## src/rtl/ram_pkg.sv

```systemverilog
// rtl/ram_pkg.sv - shared types, collision-mode constants and byte-merge helper for ram_dual_port_be
package ram_pkg;

    typedef enum logic {CLEAR, IDLE} ram_state_t;

    localparam int RDW_READ_FIRST  = 0;
    localparam int RDW_WRITE_FIRST = 1;

    // Widest word the merge helper handles; callers zero-extend narrower words.
    localparam int MERGE_MAX_W = 1024;

    // Returns old_word with every byte lane whose mask bit is set replaced by new_word.
    function automatic logic [MERGE_MAX_W-1:0] byte_merge(
        input logic [MERGE_MAX_W-1:0]   old_word,
        input logic [MERGE_MAX_W-1:0]   new_word,
        input logic [MERGE_MAX_W/8-1:0] mask
    );
        logic [MERGE_MAX_W-1:0] result;
        result = old_word;
        for (int b = 0; b < MERGE_MAX_W/8; b++) begin
            if (mask[b]) begin
                result[8*b +: 8] = new_word[8*b +: 8];
            end
        end
        return result;
    endfunction

endpackage

```

## src/rtl/ram_dual_port_be_if.sv

```systemverilog
// rtl/ram_dual_port_be_if.sv - user-side bus of ram_dual_port_be
// Ports: clear_req/busy (clear control), write_enable/wr_adress/byte_en/data_in (write port),
//        rd_en/rd_adress (read request), data_out/rd_valid (registered read result).
interface ram_dual_port_be_if #(
    parameter int N = 6,
    parameter int M = 32
);
    logic           clear_req;
    logic           busy;
    logic           write_enable;
    logic [N-1:0]   wr_adress;
    logic [M/8-1:0] byte_en;
    logic [M-1:0]   data_in;
    logic           rd_en;
    logic [N-1:0]   rd_adress;
    logic [M-1:0]   data_out;
    logic           rd_valid;

    modport master (
        output clear_req, write_enable, wr_adress, byte_en, data_in, rd_en, rd_adress,
        input  busy, data_out, rd_valid
    );

    modport slave (
        input  clear_req, write_enable, wr_adress, byte_en, data_in, rd_en, rd_adress,
        output busy, data_out, rd_valid
    );
endinterface

```

## src/rtl/ram_clear_seq.sv

```systemverilog
// rtl/ram_clear_seq.sv - clear engine sweeping zeros through the whole array
// Ports: clk, rst_n (async active-low), clear_req (start sweep from IDLE),
//        busy (sweep running), clr_we/clr_addr (array write request for the zero word).
module ram_clear_seq
    import ram_pkg::*;
#(
    parameter int N = 6
) (
    input  logic         clk,
    input  logic         rst_n,
    input  logic         clear_req,
    output logic         busy,
    output logic         clr_we,
    output logic [N-1:0] clr_addr
);

    ram_state_t   state, state_nxt;
    logic [N-1:0] cnt, cnt_nxt;

    always_ff @(posedge clk or negedge rst_n) begin
        if (!rst_n) begin
            state <= CLEAR;
            cnt   <= '0;
        end else begin
            state <= state_nxt;
            cnt   <= cnt_nxt;
        end
    end

    always_comb begin
        state_nxt = state;
        cnt_nxt   = cnt;
        clr_we    = 1'b0;
        case (state)
            CLEAR: begin
                clr_we = 1'b1;
                if (cnt == {N{1'b1}}) begin
                    state_nxt = IDLE;
                    cnt_nxt   = '0;
                end else begin
                    cnt_nxt = cnt + N'(1);
                end
            end
            IDLE: begin
                if (clear_req) begin
                    state_nxt = CLEAR;
                    cnt_nxt   = '0;
                end
            end
            default: begin
                state_nxt = CLEAR;
                cnt_nxt   = '0;
            end
        endcase
    end

    assign busy     = (state == CLEAR);
    assign clr_addr = cnt;

endmodule

```

## src/rtl/ram_dual_port_be.sv

```systemverilog
// rtl/ram_dual_port_be.sv - simple dual-port RAM with byte enables, registered read and clear engine
// Ports: clk, rst_n (async active-low), bus (ram_dual_port_be_if.slave: clear control,
//        byte-masked write port, read request, registered data_out/rd_valid).
// Parameters: N address width, M word width (multiple of 8), RDW_MODE collision behaviour.
module ram_dual_port_be
    import ram_pkg::*;
#(
    parameter int N        = 6,
    parameter int M        = 32,
    parameter int RDW_MODE = RDW_READ_FIRST
) (
    input  logic                clk,
    input  logic                rst_n,
    ram_dual_port_be_if.slave   bus
);

    localparam int DEPTH = 2**N;

    logic         busy;
    logic         clr_we;
    logic [N-1:0] clr_addr;

    ram_clear_seq #(.N(N)) u_clear_seq (
        .clk       (clk),
        .rst_n     (rst_n),
        .clear_req (bus.clear_req),
        .busy      (busy),
        .clr_we    (clr_we),
        .clr_addr  (clr_addr)
    );

    logic [M-1:0] mem [DEPTH];

    // A clear request in IDLE takes priority over any user access in the same cycle.
    logic wr_fire, rd_fire;
    assign wr_fire = !busy && !bus.clear_req && bus.write_enable;
    assign rd_fire = !busy && !bus.clear_req && bus.rd_en;

    logic [M-1:0]             wr_old;
    logic [M-1:0]             wr_merged;
    logic [MERGE_MAX_W-M-1:0] merge_unused;
    assign wr_old = mem[bus.wr_adress];
    assign {merge_unused, wr_merged} = byte_merge(MERGE_MAX_W'(wr_old),
                                                  MERGE_MAX_W'(bus.data_in),
                                                  (MERGE_MAX_W/8)'(bus.byte_en));

    // The array itself has no reset; the clear sweep provides deterministic contents.
    always_ff @(posedge clk) begin
        if (clr_we) begin
            mem[clr_addr] <= '0;
        end else if (wr_fire) begin
            mem[bus.wr_adress] <= wr_merged;
        end
    end

    logic collide;
    assign collide = wr_fire && (bus.wr_adress == bus.rd_adress);

    logic [M-1:0] data_out_q;
    logic         rd_valid_q;

    always_ff @(posedge clk or negedge rst_n) begin
        if (!rst_n) begin
            data_out_q <= '0;
            rd_valid_q <= 1'b0;
        end else begin
            rd_valid_q <= rd_fire;
            if (rd_fire) begin
                // The same merged word being written forms the WRITE_FIRST bypass.
                if (RDW_MODE == RDW_WRITE_FIRST && collide) begin
                    data_out_q <= wr_merged;
                end else begin
                    data_out_q <= mem[bus.rd_adress];
                end
            end
        end
    end

    assign bus.busy     = busy;
    assign bus.data_out = data_out_q;
    assign bus.rd_valid = rd_valid_q;

endmodule

```

## src/flat_wrapper.sv

```systemverilog
// flat-port wrapper written by rule: the top's interface ports become plain ports
module ram_dual_port_be_flat import ram_pkg::*;
#(
    parameter int N        = 6,
    parameter int M        = 32,
    parameter int RDW_MODE = RDW_READ_FIRST
)
  (clk, rst_n, bus_clear_req, bus_write_enable, bus_wr_adress, bus_byte_en, bus_data_in, bus_rd_en, bus_rd_adress, bus_busy, bus_data_out, bus_rd_valid);
  ram_dual_port_be_if #(.N(N), .M(M)) bus_i ();
  input  logic clk;
  input  logic rst_n;
  input wire logic [$bits(bus_i.clear_req)-1:0] bus_clear_req;
  input wire logic [$bits(bus_i.write_enable)-1:0] bus_write_enable;
  input wire logic [$bits(bus_i.wr_adress)-1:0] bus_wr_adress;
  input wire logic [$bits(bus_i.byte_en)-1:0] bus_byte_en;
  input wire logic [$bits(bus_i.data_in)-1:0] bus_data_in;
  input wire logic [$bits(bus_i.rd_en)-1:0] bus_rd_en;
  input wire logic [$bits(bus_i.rd_adress)-1:0] bus_rd_adress;
  output wire logic [$bits(bus_i.busy)-1:0] bus_busy;
  output wire logic [$bits(bus_i.data_out)-1:0] bus_data_out;
  output wire logic [$bits(bus_i.rd_valid)-1:0] bus_rd_valid;
  assign bus_i.clear_req = bus_clear_req;
  assign bus_i.write_enable = bus_write_enable;
  assign bus_i.wr_adress = bus_wr_adress;
  assign bus_i.byte_en = bus_byte_en;
  assign bus_i.data_in = bus_data_in;
  assign bus_i.rd_en = bus_rd_en;
  assign bus_i.rd_adress = bus_rd_adress;
  assign bus_busy = bus_i.busy;
  assign bus_data_out = bus_i.data_out;
  assign bus_rd_valid = bus_i.rd_valid;
  ram_dual_port_be #(.N(N), .M(M), .RDW_MODE(RDW_MODE)) u_core (.clk(clk), .rst_n(rst_n), .bus(bus_i));
endmodule
```

## config.mk

```make
export PLATFORM = sky130hd
export DESIGN_NAME = ram_dual_port_be_flat
export DESIGN_NICKNAME = d
export VERILOG_FILES = /design/src/rtl/ram_pkg.sv /design/src/rtl/ram_dual_port_be_if.sv /design/src/rtl/ram_clear_seq.sv /design/src/rtl/ram_dual_port_be.sv /design/src/flat_wrapper.sv
export SDC_FILE = /design/constraint.sdc
export NUM_CORES = 2
export LEC_CHECK = 0
export BUFFER_PORTS_ARGS = -buffer_cell sky130_fd_sc_hd__buf_2
export CAP_MARGIN = 20
export CORE_AREA = 2 2 410 371
export CTS_BUF_LIST = sky130_fd_sc_hd__clkbuf_8 sky130_fd_sc_hd__clkbuf_16
export CTS_CLUSTER_SIZE = 8
export DETAILED_ROUTE_END_ITERATION = 7
export DIE_AREA = 0 0 412 373
export PLACE_DENSITY = 0.7
export SETUP_SLACK_MARGIN = 0.02
export SLEW_MARGIN = 20
export SYNTH_ARGS = -nofsm -noshare
export SYNTH_HDL_FRONTEND = slang
export SYNTH_HIERARCHICAL = 1
export SYNTH_SLANG_ARGS = --single-unit
```

## constraint.sdc

```tcl
create_clock -name clk -period 4.5 [get_ports clk]
set_input_delay 0.675 -clock clk [delete_from_list [all_inputs] [get_ports clk]]
set_output_delay 0.675 -clock clk [all_outputs]
set_load 0.05 [all_outputs]
```

==> results.txt <==
* CP endpoint kind: register
- Of the post-synthesis cell area, the part taken by muxes is 14.8%.
- Clock network latency to the later pin of the worst-skew pair: slightly above 900 ps
* Total power draw: 47.1 mW
* DIE HEIGHT: 373 µm
* Drt pass-1 iters: 6
- After floorplanning, the core was sized to cover 150000 µm².
* Final Hold Vio Count: 0
- The worst-case IR drop observed on VDD is 0.464 mV.
- Buffers inserted during clock tree synthesis total a little over 300.
* Setup violation total in the final timing report: 0
- Of all nets on the critical path, the largest fanout is 24.
- Count of pins on the block boundary: 87
- Rows: between 100 and 150
* Total vias in the final route: 42100
* Final WL: 197000 µm
- Remaining design rule violation count: 0
* Post-route clock period utilization: 87.5%
- In the final layout, the multi-input gates occupy approximately 18000 µm².
- Total die area: roughly 150000 µm²
* CTS hold repair buffers: 1
- Clock tree from TritonCTS: yes
* Top cells by count, synth: edfxtp_1, mux2i_1, mux4_2
- In this run, synthesis produced a sequential element count of 2088.
- Ranked by total cell area, the synthesized netlist is headed by edfxtp_1, mux4_2, mux2i_1, a22oi_1, dfrtp_1.
- Async SR Flop Fraction: 1.92%
- After clock tree synthesis, the repair step resized 0 gates.
- In this run the static leakage power is 33.9 nW.
- Maximum clock rate: 0.254 GHz
- From synthesis to final layout, the design area changed by 15.0%.
* Vias in the first global route: 42400
* Width of the chip: 412 µm
- Count of flip-flops with a built-in enable after synthesis: 2048
* Worst Setup SP: u_core/u_clear_seq/state
* Power per cell area: 502 nW/µm²
- In this run, distinct cell masters in the synthesized netlist total 54.
* Synthesized-area fraction occupied by ao, oa, aoi and oai cells: 4.40%
- Entering global routing, the biggest net connects 76 pins.
* Routed wirelength normalized by instance count: between 30 and 40 µm
- Global-route wire length before repair: between 200000 and 300000 µm
* Via/cell ratio: about 6.4
- Data on the critical path is required at its endpoint by approximately 5000 ps.
- Setup repair after global routing left no endpoint under its margin.
- Final critical delay including setup and external delays: 3940 ps
- No sink is reached through more buffers than the 4 on the longest clock path.
- After filler insertion, the fill cell instance count of the layout stands at between 10000 and 15000.
- Number of antenna violations at the first check in global routing: 11
- Proportion of layout cells with a drive suffix above 1: 22.8%
- Of all cell types, the one taking the most synthesized area is edfxtp_1.
- Final nets: 4511
* Main flop type after synthesis: edfxtp_1
- Routability-driven placement finished with a final weighted congestion of 0.822.
* Min-delay src: bus_clear_req
- OpenSTA, run right after detailed placement, puts the worst setup slack at 518 ps.
- Summing the sequential cell areas from Yosys gives 76.6% of the chip area.
* Worst setup slack after layout: 561 ps
- Yosys synthesis warning count: 6
- Global routing consumed, over all layers together, 25.7% of the routing resources.
- The run finished with clean final reports.
* Post-synthesis share of cell area spent on xor and xnor gates: 0.0215%
* Clock Skews: 46.2 ps
- Number of violations of the max-capacitance limit: 0
* Synthesized-area fraction occupied by and/or/nand/nor cells: 2.53%
- In this run the number of H-tree levels came out at 5.
- After global routing the overflow that remains totals 0.
- The worst hold path belongs to the class in2reg.
- Number of nets in the synthesized netlist: around 4200
* Synthesized area: just over 80000 µm²
- The startpoint identified for the worst register-to-register timing path is u_core/u_clear_seq/state.
* Clock net sink count: 2088
- The setup path with the least slack is of type reg2reg.
- By area, the combinational part of the netlist is dominated by multiplexers.
- Worst-path clk slew: roughly 50 ps
- Detailed placement finished with a half-perimeter wire length of 122000 µm.
- A synthesized cell averages 19.9 µm².
* Final max-slew violation count: 0
- After Yosys synthesis, full adders, half adders and majority gates account for less than 1% of the synthesized area.
* Clk root buf: clkbuf_16
- Worst EP arrival: approximately 4400 ps
* Share of Yosys cell area claimed by the top area cell type: roughly 75%
* Slew HR: between 20% and 30%
- Summing all flip-flop and latch instances after layout gives 62500 µm².
* Post-synthesis instance total: around 4000
- Setup bufs post-CTS: 0
* Kind of start point of the critical path: register
* DRT antenna net count: 0
- In this run, the number of DRC markers left after iteration 0 of detailed routing was 5598.
- For the pin with the worst max-slew slack, the measured transition is between 1000 and 1500 ps.
- Most frequent cell after synthesis: edfxtp_1
- The initial utilization of the core area, before any placement, comes to 54.5%.
- Count of port buffers added during placement: 86
- Setup total negative slack: 0 ps
==> layer usage <==
layer / share of wire [%] / up-vias / GRT usage (%)
met2: 47 / 2322 / 38.6
li1: - / 17500 / -
met4: 2.7 / 2 / 7.88
met3: 9.9 / 378 / 5.11
met1: 41 / 21900 / 38.4
met5: 0.0066 / - / 0
==> per-stage QoR <==
step / utilization [%] / hold slack (ps) / std cells / area (µm²)
after floorplan: - / 379 / 4100 / 81600
final: 62.7 / 97.1 / 6545 / 93800
after global placement: 57.2 / 539 / 6130 / 85600
after detailed placement: 57.2 / 552 / 6130 / 85600
after global routing: 62.7 / 92.9 / 6541 / 93800
after CTS: 62.7 / 51.3 / 6540 / 93800
==> placed cells by master, fill, tap and decap left out, types with 64 or more instances in the layout <==
| cell | Yosys | final |
|---|---|---|
| edfxtp_1 | 2048 | 2048 |
| buf_4 | 6 | 196 |
| a22oi_1 | 160 | 160 |
| buf_2 | 118 | 83 |
| inv_1 | 4 | 94 |
| a211oi_1 | 64 | 64 |
| clkbuf_16 | 0 | 314 |
| mux4_2 | 320 | 320 |
| nor2_1 | 262 | 260 |
| mux2i_1 | 449 | 449 |
==> final timing paths <==
| kind | endpoint | cells after the start | slack [ps] |
|---|---|---|---|
| worst max register to register | u_core/mem[49][15] | 8 | 560 |
| min in group asynchronous | u_core/bus.data_out[14] | 2 | 380 |
| worst max-delay path | u_core/mem[49][15] | 8 | 560 |
| worst min register to register | u_core/bus.data_out[20] | 1 | 540 |
| max in group asynchronous | u_core/bus.data_out[24] | 3 | 3130 |
| worst min-delay path | u_core/u_clear_seq/clr_addr[4] | 2 | 100 |
==> cell type report <==
type	count	area share, %
Antenna cell	5	0.0133
Clock buffer	314	8.37
Timing Repair Buffer	319	2.84
Tap cell	1986	2.65
Clock inverter	95	0.415
Sequential cell	2088	66.6
Multi-Input combinational cell	1734	19.1
Inverter	4	0.0160
==> cell families after synthesis <==
group,after synthesis
simple gates,448
compound gates,481
xor+xnor,2
mux,802
flops,2088
fa+ha+maj,1
buf+inv,278
==> power breakdown <==
group | internal, mW | total (mW) | switching (mW) | leakage [nW]
clock | 12.2 | 19.8 | 7.54 | 4.37
combinational | 1.31 | 4.69 | 3.38 | 8.06
sequential | 22.2 | 22.6 | 0.430 | 21.4
total | 35.8 | 47.1 | 11.4 | 33.9
==> registers in the layout (all words and copies together) (netlist names) <==
| signal | count |
|---|---|
| u_core/mem | 2048 |
| u_core/bus.data_out | 32 |
| u_core/u_clear_seq/clr_addr | 6 |
| u_core/bus.rd_valid | 1 |
| u_core/u_clear_seq/state | 1 |
==> worst max-delay path, stage by stage, from the launching register on <==
cell	delay, ps
dfrtp_1	480
inv_1	200
nor4b_4	300
o41a_2	520
buf_4	350
nand4b_1	170
o31ai_1	200
nand2_1	530
nor2_1	760
Power figures use the tool's default switching activity.
